### src/rtl/simd_pipe_ctrl.sv
// Load/execute/store control pipeline: tracks each accepted instruction through
// LOAD_LAT + EXEC_LAT + 1 slots with RAW interlock and an IDLE/RUN/DRAIN/DONE run sequence.
module simd_pipe_ctrl #(
  parameter int ADDR_WIDTH     = 10,
  parameter int INS_ADDR_WIDTH = 8,
  parameter int OP_SEL_WIDTH   = 3,
  parameter int DOT_CTRL_WIDTH = 2,
  parameter int LOAD_LAT       = 1,
  parameter int EXEC_LAT       = 2
) (
  input  logic                      clk,
  input  logic                      rstn,
  input  logic                      start,
  input  logic                      stall,
  input  logic                      dec_valid,
  output logic                      dec_ready,
  input  logic                      dec_halt,
  input  logic [ADDR_WIDTH-1:0]     dec_a_addr,
  input  logic [ADDR_WIDTH-1:0]     dec_b_addr,
  input  logic [ADDR_WIDTH-1:0]     dec_r_addr,
  input  logic [OP_SEL_WIDTH-1:0]   dec_op,
  input  logic [DOT_CTRL_WIDTH-1:0] dec_dot,
  input  logic                      dec_wen,
  input  logic                      dec_rsel,
  output logic [INS_ADDR_WIDTH-1:0] pc,
  output logic [ADDR_WIDTH-1:0]     bram_a_addr,
  output logic [ADDR_WIDTH-1:0]     bram_b_addr,
  output logic                      exec_valid,
  output logic [OP_SEL_WIDTH-1:0]   exec_op,
  output logic [DOT_CTRL_WIDTH-1:0] exec_dot,
  output logic [ADDR_WIDTH-1:0]     bram_r_addr,
  output logic                      bram_r_wen,
  output logic                      r_sel,
  output logic                      hazard,
  output logic                      busy,
  output logic                      done
);

  localparam int D = LOAD_LAT + EXEC_LAT + 1;

  typedef enum logic [1:0] {IDLE, RUN, DRAIN, DONE} state_t;

  state_t                    state_q;
  logic [INS_ADDR_WIDTH-1:0] pc_q;
  logic [D-1:0]              valid_q;
  logic [D-1:0]              wen_q;
  logic [D-1:0]              rsel_q;
  logic [ADDR_WIDTH-1:0]     a_q   [D];
  logic [ADDR_WIDTH-1:0]     b_q   [D];
  logic [ADDR_WIDTH-1:0]     r_q   [D];
  logic [OP_SEL_WIDTH-1:0]   op_q  [D];
  logic [DOT_CTRL_WIDTH-1:0] dot_q [D];

  logic hazard_match;
  logic run_active;
  logic accept;
  logic issue;

  // A pending write in any slot blocks a reader of that address until it retires.
  always_comb begin
    hazard_match = 1'b0;
    for (int i = 0; i < D; i++) begin
      if (valid_q[i] && wen_q[i] &&
          ((r_q[i] == dec_a_addr) || (r_q[i] == dec_b_addr)))
        hazard_match = 1'b1;
    end
    hazard_match = hazard_match & dec_valid & ~dec_halt;
  end

  assign run_active = (state_q == RUN) & ~stall;
  assign dec_ready  = run_active & ~hazard_match;
  assign hazard     = run_active & hazard_match;
  assign accept     = dec_valid & dec_ready;
  assign issue      = accept & ~dec_halt;

  always_ff @(posedge clk) begin
    if (!rstn) begin
      state_q <= IDLE;
      pc_q    <= '0;
      valid_q <= '0;
      wen_q   <= '0;
      rsel_q  <= '0;
      for (int i = 0; i < D; i++) begin
        a_q[i]   <= '0;
        b_q[i]   <= '0;
        r_q[i]   <= '0;
        op_q[i]  <= '0;
        dot_q[i] <= '0;
      end
    end else if (!stall) begin
      for (int i = D-1; i > 0; i--) begin
        valid_q[i] <= valid_q[i-1];
        wen_q[i]   <= wen_q[i-1];
        rsel_q[i]  <= rsel_q[i-1];
        a_q[i]     <= a_q[i-1];
        b_q[i]     <= b_q[i-1];
        r_q[i]     <= r_q[i-1];
        op_q[i]    <= op_q[i-1];
        dot_q[i]   <= dot_q[i-1];
      end
      valid_q[0] <= issue;
      if (issue) begin
        wen_q[0]  <= dec_wen;
        rsel_q[0] <= dec_rsel;
        a_q[0]    <= dec_a_addr;
        b_q[0]    <= dec_b_addr;
        r_q[0]    <= dec_r_addr;
        op_q[0]   <= dec_op;
        dot_q[0]  <= dec_dot;
      end

      case (state_q)
        IDLE, DONE: begin
          if (start) begin
            state_q <= RUN;
            pc_q    <= '0;
            valid_q <= '0;
          end
        end
        RUN: begin
          if (accept && dec_halt)
            state_q <= DRAIN;
          if (issue)
            pc_q <= pc_q + INS_ADDR_WIDTH'(1);
        end
        DRAIN: begin
          if (valid_q == '0)
            state_q <= DONE;
        end
        default: state_q <= IDLE;
      endcase
    end
  end

  assign pc          = pc_q;
  assign bram_a_addr = a_q[0];
  assign bram_b_addr = b_q[0];
  assign exec_valid  = valid_q[LOAD_LAT];
  assign exec_op     = op_q[LOAD_LAT];
  assign exec_dot    = dot_q[LOAD_LAT];
  assign bram_r_addr = r_q[D-1];
  assign r_sel       = rsel_q[D-1];
  // A store frozen by stall is held in the last slot and written once stall drops.
  assign bram_r_wen  = valid_q[D-1] & wen_q[D-1] & ~stall;
  assign busy        = (state_q == RUN) | (state_q == DRAIN);
  assign done        = (state_q == DONE);

endmodule

### config.mk
export PLATFORM = sky130hd
export DESIGN_NAME = simd_pipe_ctrl
export DESIGN_NICKNAME = d
export VERILOG_FILES = /design/src/rtl/simd_pipe_ctrl.sv
export SDC_FILE = /design/constraint.sdc
export NUM_CORES = 1
export LEC_CHECK = 0
export ABC_AREA = 1
export CAP_MARGIN = 40
export CELL_PAD_IN_SITES_DETAIL_PLACEMENT = 1
export CELL_PAD_IN_SITES_GLOBAL_PLACEMENT = 2
export CORE_MARGIN = 8
export CORE_UTILIZATION = 31
export CTS_CLUSTER_SIZE = 24
export DETAILED_ROUTE_END_ITERATION = 6
export PLACE_DENSITY_LB_ADDON = 0.1
export SLEW_MARGIN = 25
export SYNTH_ARGS = -nofsm -noshare
export SYNTH_HDL_FRONTEND = slang
export SYNTH_SLANG_ARGS = --single-unit
### constraint.sdc
create_clock -name clk -period 2.9 [get_ports clk]
set_input_delay 0.725 -clock clk [delete_from_list [all_inputs] [get_ports clk]]
set_output_delay 0.725 -clock clk [all_outputs]
set_load 0.01 [all_outputs]
### Word-level counts from Yosys, hierarchy flattened

Memories as Yosys holds them, arrays and structs flattened.
Cells that the tools add are included.

| word-level totals | value |
|---|---|
| register bits | 22 |
| bits in writable memories | 140 |
| bits of input ports | 43 |
| output and inout bits | 50 |
| logic and storage cells | 122 |
| memories kept | 5 |

Memories:

| memory | depth | width | read ports | clocked after memory_dff | write ports | RTL line | text |
|---|---|---|---|---|---|---|---|
| a_q | 4 | 10 | 3 | 0 | 4 | 48 | `logic [ADDR_WIDTH-1:0] a_q [D];` |
| b_q | 4 | 10 | 3 | 0 | 4 | 49 | `logic [ADDR_WIDTH-1:0] b_q [D];` |
| r_q | 4 | 10 | 4 | 0 | 4 | 50 | `logic [ADDR_WIDTH-1:0] r_q [D];` |
| op_q | 4 | 3 | 3 | 0 | 4 | 51 | `logic [OP_SEL_WIDTH-1:0] op_q [D];` |
| dot_q | 4 | 2 | 3 | 0 | 4 | 52 | `logic [DOT_CTRL_WIDTH-1:0] dot_q [D];` |

| cells by class | value |
|---|---|
| $add $sub $neg | 1 |
| equality and inequality tests | 15 |
| mux-type cells | 41 |
| bitwise operators | 33 |
| reduce and logical (&&, ||, !) cells | 20 |

Operators with widths:

| operator | number |
|---|---|
| $mux 10 | 12 |
| $eq 10x10->1 | 8 |
| $or 1x1->1 | 21 |
| $mux 8 | 2 |
| $pmux 8 s2 | 1 |
| $mux 2 | 7 |
| $mux 1 | 12 |
| $mux 3 | 4 |
| $and 1x1->1 | 9 |
| $logic_and 1x1->1 | 9 |
| $add 8x1->8 const B | 1 |
| $mux 4 | 2 |
| $ne 2x2->1 const B | 4 |
| $reduce_and 4->1 | 2 |
| $pmux 2 s3 | 1 |
| $eq 2x2->1 const B | 2 |
| $logic_not 4->1 | 1 |
| $logic_or 1x1->1 | 4 |
| $not 1->1 | 3 |
| $eq 2x1->1 const B | 1 |
| $logic_not 2->1 | 1 |
| $reduce_and 2->1 | 1 |
| $reduce_bool 2->1 | 1 |
| $reduce_or 2->1 | 1 |

### Logic depth before layout (Yosys ltp)

Gate-level depths: netlist of run 1.

| depth | value |
|---|---|
| word-level depth | 18 |
| depth in mapped cells | 17 |
| depth with buffers taken out | 17 |

### Worst setup path before layout of run 1

OpenSTA, ideal clock, no wires.

| timing path | value |
|---|---|
| path type | input to register |
| start point | input dec_a_addr[2] |
| end point | memory a_q[0][0] (enable) |
| setup time | 394 ps |
| arrival time | 2305 ps |
| data required time | 2506 ps |
| slack | 201 ps |
| stages on the path | 11 |
| buffers on the path | 1 |
| cell sequence | buf_2 -> xnor2_1 -> nand2_1 -> nor2_1 -> nand3_1 -> nand2_1 -> nand2_1 -> nand2_1 -> nor2_2 -> nand3_2 -> nand2_1 |

RTL lines:

| item | RTL line | text |
|---|---|---|
| from (decl) | 18 | `input logic [ADDR_WIDTH-1:0] dec_a_addr,` |
| to (decl) | 48 |  |

### Worst setup path in the final report of run 1

| timing path | value |
|---|---|
| start point | input dec_a_addr[4] |
| end point | output hazard |

| on the way | value |
|---|---|
| cells in the longest elaborated chain, start to end | 10 |
| elaborated cells between the ends (all ways) | 19 |
| classes of those cells | eq/ne (4); mux (4); bitwise (3); reduce/logical (8) |

Ends and longest elaborated chain:

| item | RTL line | text |
|---|---|---|
| $eq 10x10->1 | 64 | `((r_q[i] == dec_a_addr) \|\| (r_q[i] == dec_b_addr)))` |
| $logic_or 1x1->1 | 64 |  |
| $logic_and 1x1->1 | 63 | `if (valid_q[i] && wen_q[i] &&` |
| $mux 1 (3 in series) | 63 |  |
| $mux 1 * | 63 |  |
| $and 1x1->1 * (2 in series) | 67 | `hazard_match = hazard_match & dec_valid & ~dec_halt;` |
| $and 1x1->1 * | 72 | `assign hazard = run_active & hazard_match;` |
| to (decl) | 34 | `output logic hazard,` |

Every way passes the cells marked *; elsewhere a longest branch is shown, timed or not.

==> impl_metrics.toml, run 1 <==
[clock_network]
ctsHoldBuffers = 0
numCtsBuffers = 9
clk_path_buf_depth = 2
cts_tree = "yes"
cts-htree-levels = 3
worstSkewPairLatency_ns = 0.35
clock-sinks = 92
cts_root_buffer = "clkbuf_16"
clkTransAtPathRegs_ns = 0.07

[detailed_routing]
via_count = 4256
drc = 0
drt_iter0_drc = 166
ant_nets = 0
wl_um = 14600
detail_route.first_pass.iterations = 4
via_per_inst = 4.40
wire_per_inst_um = 15.1

[cells_and_area]
n_fill_cell = 1886
antenna_cells = 0
area_delta_synth_final_pct = 41.0
final_core_util_pct = 44.3
stdcell_area_mm2 = 0.00699
drive_above_1_share_pct = 20.5
final_nets = 794

[timing]
max_freq_mhz = 359
post-route-period-util_pct = 96.1
fin_setup_tns_ns = 0
hold_viol = 0
finalSetupViolCount = 0
relSlewSlack_pct = 66.2
worstMarginPinSlew_ns = 0.505
holdWs_ns = 0.492
finalClockSkew_ns = 0.00942
slew_viol_final = 0
fin_crit_ns = 2.79

[global_route]
grt_pass1_vias = 4593
grt_max_degree = 45
grt_antenna_before_repair = 0
grt_overflow = 0
grt_pass1_wl_um = 23700
track_usage_pct = 15.1

[setup_path]
cp_max_fo = 4
worstSetupStartpoint = "dec_a_addr[4]"
rr_endpoint = "a_q[0][6]"
cp-end-kind = "output port"
worst_path_most_repeated_cell = "nand2_1"
cp.buffers_inverters = 3
reg2reg_slack_ns = 0.75
crit_slowest_cell = "buf_4"
reg2reg_from = "r_q[0][2]"
cp.arrival_ns = 2.06
worst-path-stages = 13
crit_type = "in2out"
required_ns = 2.17
critPathMaxStageDelay_ns = 0.15
critPathLaunchType = "input pin"
path_cells = "buf_2 > buf_4 > xnor2_2 > nand2_1 > nor2_2 > nand3_1 > nand2_1 > nand2_1 > nand2_2 > nor2_4 > nor3_2 > and2_1 > buf_2"
ff2ff_path_depth = 12
timing.critical_path.to = "hazard"
critPathTopFamily = "simple AND/OR/NAND/NOR gates"

[power]
peakVddDrop_uv = 326
p_leak_nw = 3.09
powerDensity_mw_per_mm2 = 499

[place]
numPortBuffers = 92
hpwl_um = 10900
post_dp_cell_area_mm2 = 0.00646
place.gp.congestion = 0.802

[yosys]
synth_top_family_by_area = "simple AND/OR/NAND/NOR gates"
syn_inst = 611
synthMuxAreaShare_pct = 0
synth.cell_area_mm2 = 0.00495
seq_area_frac_synth_pct = 51.3
syn_avg_cell_area_um2 = 8.11
syn_nets = 659
synth-compound-area-share_pct = 3.54
yosys.area_share.simple_pct = 25.9
synthXorXnorAreaFrac_pct = 7.07
synth_edf_count = 70
synth-async-reset-ratio_pct = 0
synthDistinctLibCells = 32
synth-seq-cells = 92
synth-main-ff-cell = "edfxtp_1"
synthAdderAreaFrac_pct = 1.26
yosysWarningCount = 0

[job]
drv_cap = 0

[die]
die_h_um = 142
die_x_um = 142
core_mm2 = 0.0158
start_util_pct = 31.4
dieArea_mm2 = 0.0203
io_pins = 93
std_cell_rows = 46

[run_status]
status = "complete, no violations"

[min_path]
holdCritPathClass = "reg2reg"
worst min-delay path by stage:
stage | slack, ns | start | cells past startpoint | to
floorplan | 0.44 | rsel_q[0] | 2 | rsel_q[1]
global placement | 0.45 | rsel_q[0] | 2 | rsel_q[1]
detailed placement | 0.49 | rsel_q[3] | 2 | rsel_q[3]
CTS | 0.50 | rsel_q[1] | 2 | rsel_q[2]
global route | 0.52 | rsel_q[0] | 2 | rsel_q[1]
finish | 0.49 | rsel_q[0] | 2 | rsel_q[1]
layout by cell type, fill, tap and decap left out, types with 2 or more instances in the layout:
master / instances
a21oi_1: 9
a21oi_2: 3
buf_12: 6
buf_2: 15
buf_4: 37
buf_6: 13
clkbuf_16: 12
clkdlybuf4s50_1: 70
dfxtp_1: 22
edfxtp_1: 70
ha_1: 5
inv_1: 98
inv_2: 12
inv_4: 2
nand2_1: 155
nand2_2: 13
nand3_1: 13
nand3_2: 4
nand4_1: 13
nor2_1: 89
nor2_2: 12
nor2_4: 5
nor3_1: 3
o21ai_0: 10
o22ai_1: 5
o32ai_1: 2
xnor2_1: 19
xnor2_2: 13
xor2_1: 8
kinds of logic (layout without fill, tap and decap cells):
logic type	Yosys count	after routing
compound gates	31	31
flops	92	92
simple gates	313	313
xor+xnor	40	40
fa+ha+maj	5	5
buf+inv	130	270
cell type report:
cell class / instances / area, um2 / area share (%)
clock buffer: 13 / 314 / 4.49
timing repair buffer: 142 / 1330 / 19.1
tap: 216 / 270 / 3.87
clock inverter: 3 / 20.0 / 0.286
inverter: 112 / 423 / 6.05
sequential: 92 / 2540 / 36.4
multi-input combinational: 389 / 2090 / 29.9
through the flow:
stage	setup slack, ns	total power [mW]	cells
6_report	0.112	3.49	967
3_3_place_gp	-0.917	2.17	948
2_1_floorplan	0.201	1.87	611
4_1_cts	0.000946	3.53	967
3_5_place_dp	-0.925	2.19	948
5_1_grt	-0.00404	3.66	967
per-layer routing:
layer	vias up	GRT usage [%]	wire [um]
met3	13	4.03	771
li1	2155	-	-
met5	-	0	0
met1	2018	18.2	6460
met2	70	26.0	7200
met4	0	4.19	157
worst register-to-register path: cells and delay by family (launching register included):
family | cells | cell delay (ns)
XOR/XNOR | 1 | 0.22
AND/OR/NAND/NOR | 7 | 0.63
AO/OA/AOI/OAI | 1 | 0.07
buffers and inverters | 3 | 0.49
flip-flops | 1 | 0.43
report_power, final:
part / internal (mW) / leakage, nW / switching, mW
Combinational: 0.297 / 1.99 / 0.342
Clock: 0.764 / 0.168 / 0.540
Sequential: 1.49 / 0.929 / 0.0576
synth_stat cells (all sizes together), types with 2 or more instances:
| cell type | number | area, um2 |
|---|---|---|
| a21oi | 12 | 60.1 |
| buf | 6 | 55.1 |
| clkbuf | 12 | 63.8 |
| dfxtp | 22 | 440 |
| edfxtp | 70 | 2100 |
| ha | 5 | 62.6 |
| inv | 111 | 417 |
| nand2 | 169 | 644 |
| nand3 | 18 | 108 |
| nand4 | 13 | 81.3 |
| nor2 | 106 | 410 |
| nor3 | 4 | 20.0 |
| o21ai | 10 | 50.1 |
| o22ai | 5 | 31.3 |
| o32ai | 2 | 17.5 |
| xnor2 | 32 | 280 |
| xor2 | 8 | 70.1 |
registers in the layout, summed over array words and instances, names as in the netlist:
signal,flops
state_q,2
pc,8
rsel_q,4
valid_q,4
r_q,40
wen_q,4
op_q,6
b_q,10
a_q,10
dot_q,4
timing repair:
| item | in CTS | in global routing |
|---|---|---|
| endpoints found under the setup margin | 2 | 2 |
| gates resized for setup | 147 | 22 |
| pin swaps | 42 | 22 |
| buffers inserted | 3 | 2 |
Power figures use the tool's default switching activity.
==> inputs of run 2 (changes only) <==
--- a/config.mk
+++ b/config.mk
@@ -5,12 +5,11 @@
 export SDC_FILE = /design/constraint.sdc
 export NUM_CORES = 1
 export LEC_CHECK = 0
-export ABC_AREA = 1
 export CAP_MARGIN = 40
 export CELL_PAD_IN_SITES_DETAIL_PLACEMENT = 1
 export CELL_PAD_IN_SITES_GLOBAL_PLACEMENT = 2
 export CORE_MARGIN = 8
-export CORE_UTILIZATION = 31
+export CORE_UTILIZATION = 34
 export CTS_CLUSTER_SIZE = 24
 export DETAILED_ROUTE_END_ITERATION = 6
 export PLACE_DENSITY_LB_ADDON = 0.1
==> run 2 against run 1 <==
Sequential power about the same. Critical path type unchanged. Setup slack worse by 0.077 ns. Register-to-register slack lost 0.61 ns. Critical path depth down 4. Combinational power fell by 28%. Largest power group unchanged.
==> impl_metrics.toml, run 2 <==
[setup_path]
reg2reg_slack_ns = 0.14
critPathLaunchType = "input pin"
required_ns = 2.17
cp.buffers_inverters = 3
worst_path_most_repeated_cell = "buf_6"
cp.arrival_ns = 2.14
crit_slowest_cell = "nor4_1"
critPathMaxStageDelay_ns = 0.34
cp-end-kind = "output port"
path_cells = "buf_2 > buf_6 > xor2_1 > nor4_1 > nand3_1 > nand4_1 > or2_4 > nor2b_4 > buf_6"
critPathTopFamily = "simple AND/OR/NAND/NOR gates"
crit_type = "in2out"
cp_max_fo = 5

[die]
dieArea_mm2 = 0.0181
start_util_pct = 34.6
die_x_um = 134
io_pins = 93
die_h_um = 134
std_cell_rows = 43
core_mm2 = 0.0138

[global_route]
grt_pass1_vias = 3597
grt_overflow = 0
grt_max_degree = 63
grt_antenna_before_repair = 0
grt_pass1_wl_um = 20100
track_usage_pct = 14.6

[yosys]
syn_inst = 422
syn_avg_cell_area_um2 = 11.3
synth-seq-cells = 92
synth.cell_area_mm2 = 0.00476
synthDistinctLibCells = 34
netlist_top_cells_count = "xor2_1, edfxtp_1, and3_1"
yosysWarningCount = 0
synth-main-ff-cell = "edfxtp_1"
synth-async-reset-ratio_pct = 0
yosysMostFrequentCell = "xor2_1"
synth_edf_count = 70
syn_nets = 470
seq_area_frac_synth_pct = 53.4
yosysTopAreaCellShare_pct = 44.1
synth_area_leaders = "edfxtp_1, xor2_1, dfxtp_1"
synth_area_leader_cell = "edfxtp_1"

[timing]
post-route-period-util_pct = 98.8
hold_viol = 0
finalSetupViolCount = 0
relSlewSlack_pct = 65.2
holdWs_ns = 0.517
finalClockSkew_ns = 0.00749
slew_viol_final = 0
worstMarginPinSlew_ns = 0.523
fin_crit_ns = 2.87
rsz0062_at_grt = "yes"
max_freq_mhz = 349

[power]
fin_total_pwr_mw = 3.03
power.switching_mw = 0.766
p_clk_share_pct = 34.1
swShare_pct = 25.3
combPwrFrac_pct = 15.1
powerDensity_mw_per_mm2 = 464
p_int_mw = 2.26
seq_power_share_pct = 50.8
p_leak_nw = 2.65
peakVddDrop_uv = 258

[clock_network]
ctsHoldBuffers = 0
worstSkewPairLatency_ns = 0.34
cts_tree = "yes"
clk_path_buf_depth = 2
cts-htree-levels = 3
cts_root_buffer = "clkbuf_16"
numCtsBuffers = 9
clock-sinks = 92
clkTransAtPathRegs_ns = 0.06

[detailed_routing]
via_per_inst = 4.83
ant_nets = 0
wl_um = 13100
drc = 0
drt_iter0_drc = 123
detail_route.first_pass.iterations = 4
via_count = 3402
wire_per_inst_um = 18.6

[place]
hpwl_um = 10100
place.gp.congestion = 0.818
numPortBuffers = 92

[cells_and_area]
final_cell_mix = "edfxtp_1, clkdlybuf4s50_1, xor2_1"
largestRegisters = "r_q: 40 flops, a_q: 10 flops, b_q: 10 flops"
regMostFlops = "r_q"
register_area_mm2 = 0.00254
multiInputGateArea_mm2 = 0.00233
final_common_cell = "edfxtp_1"
drive_above_1_share_pct = 22.5
largest_reg_flops = 40
n_fill_cell = 1489
final_nets = 568
antenna_cells = 0
area_delta_synth_final_pct = 37.1

[job]
drv_cap = 0

[run_status]
status = "complete, no violations"

[min_path]
holdCritPathClass = "reg2reg"
[run 2: cell types whose count changed after synthesis, moves of 8 or more]
cell	change
and2_1	+37
xnor2_1	-32
inv_1	-105
nor4_1	+16
buf_4	+21
mux2i_1	+8
clkbuf_1	+12
nand2_1	-145
nor2b_1	+12
nor2_1	-98
and3_1	+40
a21oi_1	-8
xor2_1	+72
[run 2: cell families after synthesis]
family	Yosys count	synth area share, %
compound gates	22	2.89
xor+xnor	80	14.7
fa+ha+maj	5	1.31
buf+inv	44	5.31
flops	92	53.4
mux	8	1.68
simple gates	171	20.7
[run 2: what timing repair did]
action | CTS | global route
gates resized for setup | 125 | 40
pin swaps | 28 | 15
endpoints found under the setup margin | 2 | 17
setup buffers | 5 | 6
[run 2: final timing paths]
check                startpoint   endpoint  depth (start not counted)
hold reg to reg       rsel_q[0]  rsel_q[1]                          2
setup / recovery  dec_a_addr[1]     hazard                          9
setup reg to reg      r_q[2][5]      pc[7]                         14
hold / removal        rsel_q[0]  rsel_q[1]                          2
[run 2: layer usage]
metal	wire length, um	global-route usage, %	vias to the layer above
met5	0	0	-
met4	263	5.24	0
met3	562	3.18	20
met2	5800	21.5	86
li1	-	-	1627
met1	6510	20.4	1669
[run 2: final cells by class]
| cell class | instances | area share [%] |
|---|---|---|
| Sequential cell | 92 | 38.9 |
| Multi-Input combinational cell | 286 | 35.7 |
| Timing Repair Buffer | 126 | 17.8 |
| Clock buffer | 11 | 3.56 |
| Tap cell | 180 | 3.45 |
| Clock inverter | 5 | 0.287 |
| Inverter | 5 | 0.287 |
[run 2: power by group through the flow]
stage / clock [mW] / combinational [mW] / sequential, mW
floorplan: 0 / 0.220 / 1.56
global placement: 0 / 0.422 / 1.55
detailed placement: 0 / 0.426 / 1.56
CTS: 1.07 / 0.441 / 1.53
global route: 1.11 / 0.497 / 1.55
finish: 1.03 / 0.458 / 1.54
[run 2: stage by stage]
| stage | cell area [um2] | utilization, % | cells | TNS, ns | setup WS [ns] |
|---|---|---|---|---|---|
| CTS | 6300 | 45.7 | 701 | 0 | 0.00623 |
| detailed placement | 5900 | 42.9 | 680 | -15.64 | -0.897 |
| floorplan | 4770 | - | 422 | 0 | 0.251 |
| global route | 6530 | 47.4 | 705 | -0.124 | -0.0721 |
| global placement | 5900 | 42.9 | 680 | -16.77 | -0.910 |
| finish | 6530 | 47.4 | 705 | 0 | 0.0345 |
[run 2: worst register-to-register path: stages (launching register included)]
cell and delay (ns):
edfxtp_1 0.51, xor2_4 0.22, nor4_2 0.07, nand3_1 0.09
nand4_1 0.17, buf_4 0.18, buf_4 0.12, buf_4 0.11
buf_4 0.12, buf_4 0.13, nor3_4 0.28, buf_6 0.15
nand4_1 0.12, or3_1 0.37, nand3_1 0.07
